[config.mk]
export PLATFORM = sky130hd
export DESIGN_NAME = aes_key_expander_seq
export DESIGN_NICKNAME = d
export VERILOG_FILES = /design/src/rtl/aes_key_expander_seq.sv
export SDC_FILE = /design/constraint.sdc
export NUM_CORES = 2
export LEC_CHECK = 0
export BUFFER_PORTS_ARGS = -buffer_cell sky130_fd_sc_hd__clkbuf_2
export CAP_MARGIN = 20
export CORE_AREA = 5 5 649 651
export DETAILED_ROUTE_END_ITERATION = 8
export DIE_AREA = 0 0 654 656
export SYNTH_ARGS = -nofsm -noshare
export SYNTH_HDL_FRONTEND = slang
export SYNTH_SLANG_ARGS = --single-unit
[constraint.sdc]
create_clock -name clk -period 5.7 [get_ports clk]
set_input_delay 0 -clock clk [delete_from_list [all_inputs] [get_ports clk]]
set_output_delay 0 -clock clk [all_outputs]
set_load 0.005 [all_outputs]
[src/rtl/aes_key_expander_seq.sv]
// Iterative AES key schedule: loads the cipher key, then produces one
// 32-bit schedule word per clock into the flat expanded-key bus.

// Forward AES S-box as a flat lookup table, byte 0x00 in the top bits.
module AesSbox (
  input  logic [7:0] dataIn,
  output logic [7:0] dataOut
);

  localparam logic [2047:0] SboxTable = {
    128'h637c777bf26b6fc53001672bfed7ab76,
    128'hca82c97dfa5947f0add4a2af9ca472c0,
    128'hb7fd9326363ff7cc34a5e5f171d83115,
    128'h04c723c31896059a071280e2eb27b275,
    128'h09832c1a1b6e5aa0523bd6b329e32f84,
    128'h53d100ed20fcb15b6acbbe394a4c58cf,
    128'hd0efaafb434d338545f9027f503c9fa8,
    128'h51a3408f929d38f5bcb6da2110fff3d2,
    128'hcd0c13ec5f974417c4a77e3d645d1973,
    128'h60814fdc222a908846eeb814de5e0bdb,
    128'he0323a0a4906245cc2d3ac629195e479,
    128'he7c8376d8dd54ea96c56f4ea657aae08,
    128'hba78252e1ca6b4c6e8dd741f4bbd8b8a,
    128'h703eb5664803f60e613557b986c11d9e,
    128'he1f8981169d98e949b1e87e9ce5528df,
    128'h8ca1890dbfe6426841992d0fb054bb16
  };

  logic [10:0] bitIndex;

  // Byte a sits at bit offset 8*(255-a), and 255-a is simply ~a.
  always_comb begin
    bitIndex = {~dataIn, 3'b000};
    dataOut  = SboxTable[bitIndex +: 8];
  end

endmodule

module aes_key_expander_seq #(
  parameter  int NK = 4,
  localparam int NR = NK + 6
) (
  input  logic                   clk,
  input  logic                   rst,
  input  logic                   start,
  input  logic [255:0]           key_in,
  output logic                   busy,
  output logic                   done,
  output logic [128*(NR+1)-1:0]  full_key
);

  localparam int NW  = 4 * (NR + 1);
  localparam int FKW = 128 * (NR + 1);
  localparam int IW  = $clog2(NW);
  localparam int OW  = $clog2(FKW);

  typedef enum logic {IDLE, EXPAND} expandStateT;

  expandStateT     state;
  expandStateT     nextState;
  logic [IW-1:0]   wordIdx;
  logic [2:0]      modCnt;
  logic [7:0]      rcon;
  logic [7:0]      rconNext;
  logic [31:0]     window [NK];
  logic [FKW-1:0]  fullKey;
  logic [31:0]     prevWord;
  logic [31:0]     rotWord;
  logic [31:0]     sboxIn;
  logic [31:0]     subOut;
  logic [31:0]     temp;
  logic [31:0]     newWord;
  logic [OW-1:0]   writeBase;
  logic            atLastWord;
  logic            loadKey;
  logic            stepWord;
  logic            unusedKeyTail;

  // Key bits beyond 32*NK are ignored for the shorter key sizes.
  assign unusedKeyTail = ^key_in;

  assign full_key   = fullKey;
  assign busy       = (state == EXPAND);
  assign atLastWord = (wordIdx == IW'(NW - 1));

  // The window holds the last NK words: window[0] is w[i-NK], window[NK-1] is w[i-1].
  assign prevWord = window[NK-1];
  assign rotWord  = {prevWord[23:0], prevWord[31:24]};
  assign sboxIn   = (modCnt == 3'd0) ? rotWord : prevWord;
  assign rconNext = {rcon[6:0], 1'b0} ^ (rcon[7] ? 8'h1b : 8'h00);

  // Word j lives at 32*(4*(j/4) + 3 - j%4), which is 32*(j with its low two bits flipped).
  assign writeBase = OW'({wordIdx ^ IW'(3), 5'b00000});

  genvar g;
  generate
    for (g = 0; g < 4; g++) begin : gSubWord
      AesSbox uSbox (
        .dataIn  (sboxIn[8*g +: 8]),
        .dataOut (subOut[8*g +: 8])
      );
    end
  endgenerate

  // Pick the schedule transform for this word position and form w[i].
  always_comb begin
    temp = prevWord;
    if (modCnt == 3'd0) begin
      temp = subOut ^ {rcon, 24'h000000};
    end else if (NK == 8 && modCnt == 3'd4) begin
      temp = subOut;
    end
    newWord = window[0] ^ temp;
  end

  // State register.
  always_ff @(posedge clk) begin
    if (rst) begin
      state <= IDLE;
    end else begin
      state <= nextState;
    end
  end

  // Next-state logic: accept start only when idle, stop after the last word.
  always_comb begin
    nextState = state;
    loadKey   = 1'b0;
    stepWord  = 1'b0;
    case (state)
      IDLE: begin
        if (start) begin
          loadKey   = 1'b1;
          nextState = EXPAND;
        end
      end
      EXPAND: begin
        stepWord = 1'b1;
        if (atLastWord) begin
          nextState = IDLE;
        end
      end
      default: nextState = IDLE;
    endcase
  end

  // Datapath: load the key words, then shift one new schedule word in per cycle.
  always_ff @(posedge clk) begin
    if (rst) begin
      fullKey <= '0;
      wordIdx <= '0;
      modCnt  <= '0;
      rcon    <= 8'h01;
      done    <= 1'b0;
      for (int k = 0; k < NK; k++) begin
        window[k] <= '0;
      end
    end else begin
      done <= stepWord && atLastWord;
      if (loadKey) begin
        for (int k = 0; k < NK; k++) begin
          window[k]                 <= key_in[255-32*k -: 32];
          fullKey[32*(k^3) +: 32]   <= key_in[255-32*k -: 32];
        end
        wordIdx <= IW'(NK);
        modCnt  <= '0;
        rcon    <= 8'h01;
      end else if (stepWord) begin
        for (int k = 0; k < NK - 1; k++) begin
          window[k] <= window[k+1];
        end
        window[NK-1]            <= newWord;
        fullKey[writeBase +: 32] <= newWord;
        wordIdx                 <= wordIdx + IW'(1);
        modCnt                  <= (modCnt == 3'(NK - 1)) ? 3'd0 : modCnt + 3'd1;
        if (modCnt == 3'd0) begin
          rcon <= rconNext;
        end
      end
    end
  end

endmodule

* After elaboration in Yosys (flattened, before gate mapping)
Memories as Yosys holds them, arrays and structs flattened.
Cells that the tools add are included.
** Operators by class
- Add/subtract/negate cells :: 3
- Bitwise operators :: 18
- Shift-type cells :: 6
- Equality and inequality tests :: 2
- Reductions and logical operators :: 6
- Muxes and demuxes :: 31
** Operators with widths (number)
- 2048-bit by 12-bit variable part select with 8-bit output, first input constant :: 4
- 1408-bit bitwise mux :: 1
- 32-bit by 13-bit variable shift with 1408-bit output, first input constant :: 1
- 32-bit by 13-bit variable part select with 1408-bit output :: 1
- 32-bit 2-to-1 mux :: 10
- 128-bit 2-to-1 mux :: 2
- 32-bit XOR :: 2
- 8-bit NOT :: 4
- 1-bit 2-to-1 mux :: 13
- 11-bit negation with 13-bit output :: 1
- 3-bit 2-to-1 mux :: 3
- 1-bit OR :: 8
- 8-bit by 5-bit XOR with 8-bit output :: 1
- 6-bit by 1-bit adder with 6-bit output, second input constant :: 1
- 6-bit equality test, second input constant :: 1
- 5-bit 2-to-1 mux :: 1
- 2-bit AND reduction :: 2
- 3-bit by 1-bit adder with 3-bit output, second input constant :: 1
- 3-bit by 2-bit equality test with 1-bit output, second input constant :: 1
- 3-bit zero test :: 1
- 1-bit NOT :: 2
- 2-bit NOT :: 1
- 1-bit one-hot mux with 2 select lines :: 1
- 2-bit nonzero test :: 1
- other kinds (2) :: 2
** Storage, ports and cells
- Bits in registers :: 1427
- RAM bits :: 128
- Memories kept :: 1
- Output and inout port bits :: 1410
- Word-level logic and storage cells :: 75
** Memories
- window :: depth 4, width 32, rd ports 4, clocked after memory_dff 0, write ports 4, line 65 : logic [31:0] window [NK];

* Logic depth before layout (Yosys ltp)
- Word-level depth :: 11
- Depth in mapped cells :: 21
- Gate-level depth less buffers :: 16

* Hierarchy
Synthesis repeated with hierarchy kept, for this count alone.
** Unflattened totals
- Cells, all modules :: 9110
- Area total of the unflattened synthesis :: 71269.6 um2
** Modules (own cells, without submodules)
- aes_key_expander_seq :: seq. area each 32411.1 um2, area an instance 57726.6 um2, cells an instance 6975, times used 1
- AesSbox at gSubWord[1].uSbox ... :: seq. area each 0.0 um2, area an instance 3397.0 um2, cells an instance 535, times used 3
- AesSbox at gSubWord[0].uSbox :: seq. area each 0.0 um2, area an instance 3352.0 um2, cells an instance 530, times used 1

* Least setup slack after synthesis
No wires, ideal clock.
- Kind :: register to register
- From :: register modCnt[0]
- To :: memory window[3][19], data pin
- Arrival :: 4355 ps
- Period minus slack after synthesis :: 4611 ps
- Path slack :: 1089 ps
- Stages on the path, launching flop included :: 21
- Buffers on the path :: 6
- Cells stage by stage :: dfxtp_1 > inv_1 > ha_1 > nor2b_1 > buf_4 > mux2_2 > inv_1 > buf_2 > buf_1 > ha_1 > clkbuf_1 > inv_1 > mux4_2 > mux2_2 > o221ai_1 > nand2b_1 > and2_1 > a221o_1 > buf_2 > buf_2 > a22o_1
** RTL lines
- from (decl) :: line 62 : logic [2:0] modCnt;
- from (signal assigned) :: line 175 : modCnt <= (modCnt == 3'(NK - 1)) ? 3'd0 : modCnt + 3'd1;
- to (decl) :: line 65

* Final worst setup path
- From :: register modCnt[0]
- To :: register fullKey[1287] (netlist: full_key[1287])
** Between the ends
- Cells in the longest elaborated chain, start to end :: 9
- Elaborated cells between the ends (all ways) :: 15
- Classes of those cells :: shift: 5; mux: 3; bitwise: 6; reduce/logical: 1
** Ends and longest elaborated chain
- 3-bit zero test * :: line 89, 108
- 32-bit 2-to-1 mux :: line 89 : assign sboxIn = (modCnt == 3'd0) ? rotWord : prevWord;
- 8-bit NOT :: line 33 : bitIndex = {~dataIn, 3'b000};
- 2048-bit by 12-bit variable part select with 8-bit output :: line 34 : dataOut = SboxTable[bitIndex +: 8];
- 32-bit XOR :: line 109 : temp = subOut ^ {rcon, 24'h000000};
- 32-bit 2-to-1 mux * :: line 108 : if (modCnt == 3'd0) begin
- 32-bit XOR * :: line 113 : newWord = window[0] ^ temp;
- 32-bit by 13-bit variable part select with 1408-bit output * :: line 173 : fullKey[writeBase +: 32] <= newWord;
- 1408-bit bitwise mux * :: line 173
- to (signal, indexed assignment) :: line 163 : fullKey[32*(k^3) +: 32] <= key_in[255-32*k -: 32];
- to (signal, indexed assignment) :: line 173
- to (decl) :: line 66 : logic [FKW-1:0] fullKey;
Mark *: on every way between the ends. The rest lies on a longest branch, timed or not.
A chain may end at the register's enable or synchronous reset.

==> key figures <==
Run status
  – Status: completed

Synthesis
  – Syn Nets: 8916
  – EDFF count, synth: 128
  – Avg Cell Area, Syn: 8.27 um2
  – Unique cell type count in the Yosys netlist: 107
  – Yosys warnings: 0
  – Mapped Area: about 0.071 mm2
  – Synth Instances: about 8600
  – Seq/Total Area, Yosys: between 40% and 50%
  – Share of synthesized registers carrying an async set or reset: 0%
  – Post-synth top flop: dfxtp_1
  – Yosys reg bits: 1555

GRT
  – First-pass GRT wire length: roughly 650000 um
  – Tot GR Track Use: between 20% and 30%
  – Vias in the first global route: around 74000
  – Grt total ovfl: 0
  – Antenna violations before repair: 69
  – Largest net degree at the start of global routing: 177

Setup path
  – Reg2reg end: full_key[1287]
  – Reg2reg path depth: 17
  – CP required: around 6.4 ns
  – Critical path startpoint category: register
  – FF-to-FF Start: modCnt[0]
  – R2R setup slack: about 0.32 ns
  – Crit. End Element: register
  – WS Path Type: reg -> reg
  – Arr. time, crit path: slightly above 6 ns
  – Critical-path maximum fanout: 38

Clock tree
  – Clock root buffer: clkbuf_16
  – Htree depth: 4
  – CTS tree: yes
  – Worst-Skew Late Latency: 0.89 ns
  – CTS Buf Count: between 150 and 200
  – Clk slew on worst S/H paths: about 0.060 ns
  – Max Root-Sink Buffers: 4
  – TritonCTS sink count: roughly 1600

Worst hold path
  – WHS Endpoint: full_key[106]
  – Worst Hold Depth: 4
  – HP Class: in -> reg
  – Hold_sp: key_in[234]

Timing
  – Final hold vios: 0
  – Final Max Tran Viols: 0
  – Tcrit/Tclk final: 94.4%
  – Slew headroom: a little over a fifth
  – Setup TNS Final: 0 ns
  – Clock skew: about 0.12 ns
  – Least-Margin Pin Slew: approximately 1.2 ns
  – RSZ-0062 raised after global routing: no
  – Final setup vio count: 0
  – Minimum clock period: 5.38 ns
  – FMAX: around 190 MHz

Detailed routing
  – TritonRoute pass-1 iters: 7
  – Total number of vias: 80902
  – WL/cell: 30.5 um
  – Routed WL: roughly 500000 um
  – Remaining DRCs: 0
  – Starting DRT DRC Count: between 10000 and 15000
  – DRT antenna net count: 0
  – Vias/cell: a little over 5

Place
  – I/O Buffers: between 1500 and 2000
  – Final RePlAce weighted congestion: between 0.9 and 1
  – DP HPWL: approximately 360000 um
  – Cells after DPL: about 15000

Die
  – Die Ht: roughly 660 um
  – Ports: around 1700
  – Die Area: about 0.43 mm2
  – Die width: 654 um
  – Site row count: between 200 and 250
  – Initial core utilization: between 15 and 20%
  – Core ar.: between 0.4 and 0.5 mm2

Layout
  – Nets: 10598
  – Layout Cells excl Fill: 15957
  – Share of layout cells above drive strength 1: ~27%
  – Area grow syn2layout: 37.4%

Run
  – Max cap viols: 0

Pwr
  – Max IR drop VDD: about 0.33 mV
  – Leak: roughly 38 nW
  – PD cells: 406 mW/mm2
worst max path at each step:
stage,from,to,cells after the start
floorplan,modCnt[0],window[3][19],20
global placement,modCnt[0],full_key[573],18
detailed placement,modCnt[0],full_key[1405],18
CTS,modCnt[0],full_key[1287],17
global route,modCnt[0],full_key[25],16
finish,modCnt[0],full_key[1287],17
layout by cell type (no fill, tap or decap), types with 40 or more instances in the layout:
master / n
nor2_4: 45
clkbuf_2: 1539
inv_1: 54
a311oi_1: 44
buf_12: 123
a22oi_1: 172
buf_4: 657
a211oi_1: 293
nor3_1: 185
clkbuf_8: 40
dfxtp_1: 1426
a31oi_1: 100
o21ai_0: 773
clkbuf_16: 184
o22ai_1: 298
mux2i_1: 71
nor2_1: 635
nand2_1: 1070
o311ai_0: 156
a21oi_1: 813
and3_1: 61
nand3_1: 220
edfxtp_1: 128
o211ai_1: 117
o221ai_1: 47
nand4_1: 98
ha_1: 53
dlygate4sd3_1: 174
power breakdown:
| group | internal, mW | total, mW | switching (mW) |
|---|---|---|---|
| Clock | 6.89 | 12.0 | 5.13 |
| Combinational | 4.78 | 16.2 | 11.4 |
| Sequential | 11.2 | 11.5 | 0.270 |
critical path, cell delays in order (launching register included):
cell and delay, ns:
dfxtp_1 0.33, inv_1 0.08, ha_1 0.19, nor2b_4 0.37
buf_4 0.47, buf_4 0.51, o21ai_4 0.17, buf_12 0.20
buf_4 0.16, nand2_1 0.28, a311oi_1 0.14, o21ai_0 0.31
a21oi_1 0.14, a2111oi_0 0.86, a211oi_4 0.05, buf_12 0.22
buf_12 0.18, o311ai_0 0.43
cell usage after synthesis (15+ instances only):
cell / n / area [um2]
o2111ai_1: 18 / 158
o21a_1: 20 / 150
nor2_1: 693 / 2600
xor2_1: 16 / 140
o311a_1: 18 / 180
o211ai_1: 117 / 878
a22o_1: 37 / 324
ha_1: 53 / 663
buf_4: 33 / 248
buf_1: 39 / 146
a211oi_1: 295 / 2210
xnor2_1: 25 / 219
a311o_1: 18 / 180
inv_1: 55 / 206
nand4_1: 98 / 613
o311ai_0: 156 / 1370
or3_1: 27 / 169
a311oi_1: 44 / 385
buf_2: 237 / 1190
nor3_1: 193 / 966
nand3_1: 221 / 1110
edfxtp_1: 128 / 3840
o22ai_1: 298 / 1860
a22oi_1: 172 / 1290
mux2i_1: 79 / 791
a21o_1: 21 / 158
nand2b_1: 25 / 156
a221o_1: 23 / 230
a221oi_1: 28 / 245
o221ai_1: 47 / 412
clkbuf_1: 675 / 2530
o21ai_1: 29 / 145
and3_1: 62 / 388
dfxtp_1: 1427 / 28600
a2111oi_0: 25 / 219
o31ai_1: 37 / 278
a31oi_1: 100 / 626
and2_1: 15 / 93.8
a211o_1: 31 / 272
mux2_2: 30 / 338
a21oi_1: 813 / 4070
o21ai_0: 776 / 3880
nand2_1: 1077 / 4040
routing by layer:
layer | GRT usage, % | vias to the layer above | share of wire [%]
met5 | 0.0448 | - | 0.025
met4 | 13.2 | 20 | 7.5
met3 | 5.97 | 1141 | 10
met2 | 32.2 | 5343 | 43
met1 | 26.8 | 39340 | 39
li1 | - | 35058 | -
area by class of cell:
cell class              instances  area [um2]
clock inverters                71         778
fillers                     45309      317000
flip-flops and latches       1555       32400
repair buffers               2497       16900
multi-input cells            5988       35200
clock buffers                 251        5260
diodes                         33        82.6
inverters                      65         259
well taps                    5497        6880
per-stage QoR:
| stage | setup slack (ns) | hold slack (ns) | utilization, % | instance area (um2) | power [mW] |
|---|---|---|---|---|---|
| finish | 0.321 | 0.0655 | 23.6 | 97800 | 39.7 |
| global route | 0.218 | 0.0257 | 23.6 | 97800 | 40.6 |
| CTS | 0.400 | 0.000308 | 23.6 | 97700 | 39.5 |
| detailed placement | 0.520 | 0.302 | 21.7 | 89900 | 27.4 |
| global placement | 0.496 | 0.294 | 21.7 | 89900 | 27.5 |
| floorplan | 1.09 | 0.168 | - | 71200 | 17.4 |
registers in the layout, indices dropped and copies added (netlist names):
register	count
full_key	1408
window	128
rcon	8
wordIdx	6
modCnt	3
busy	1
done	1
cells by family (layout without fill, tap and decap cells):
family | Yosys count | count (layout) | synth area share (%)
compound gates | 3262 | 3262 | 29.3
simple gates | 2505 | 2505 | 15.3
flops | 1555 | 1555 | 45.5
buf+inv | 1061 | 2884 | 6.32
mux | 123 | 123 | 1.99
fa+ha+maj | 53 | 53 | 0.932
xor+xnor | 45 | 45 | 0.596
other cells | 0 | 33 | 0
what timing repair did:
item,4_1_cts,5_1_grt
setup buffers,0,0
hold buffers,174,0
resized for setup,0,0
hold endpoints to repair,303,0
(Power assumes the default switching activity.)
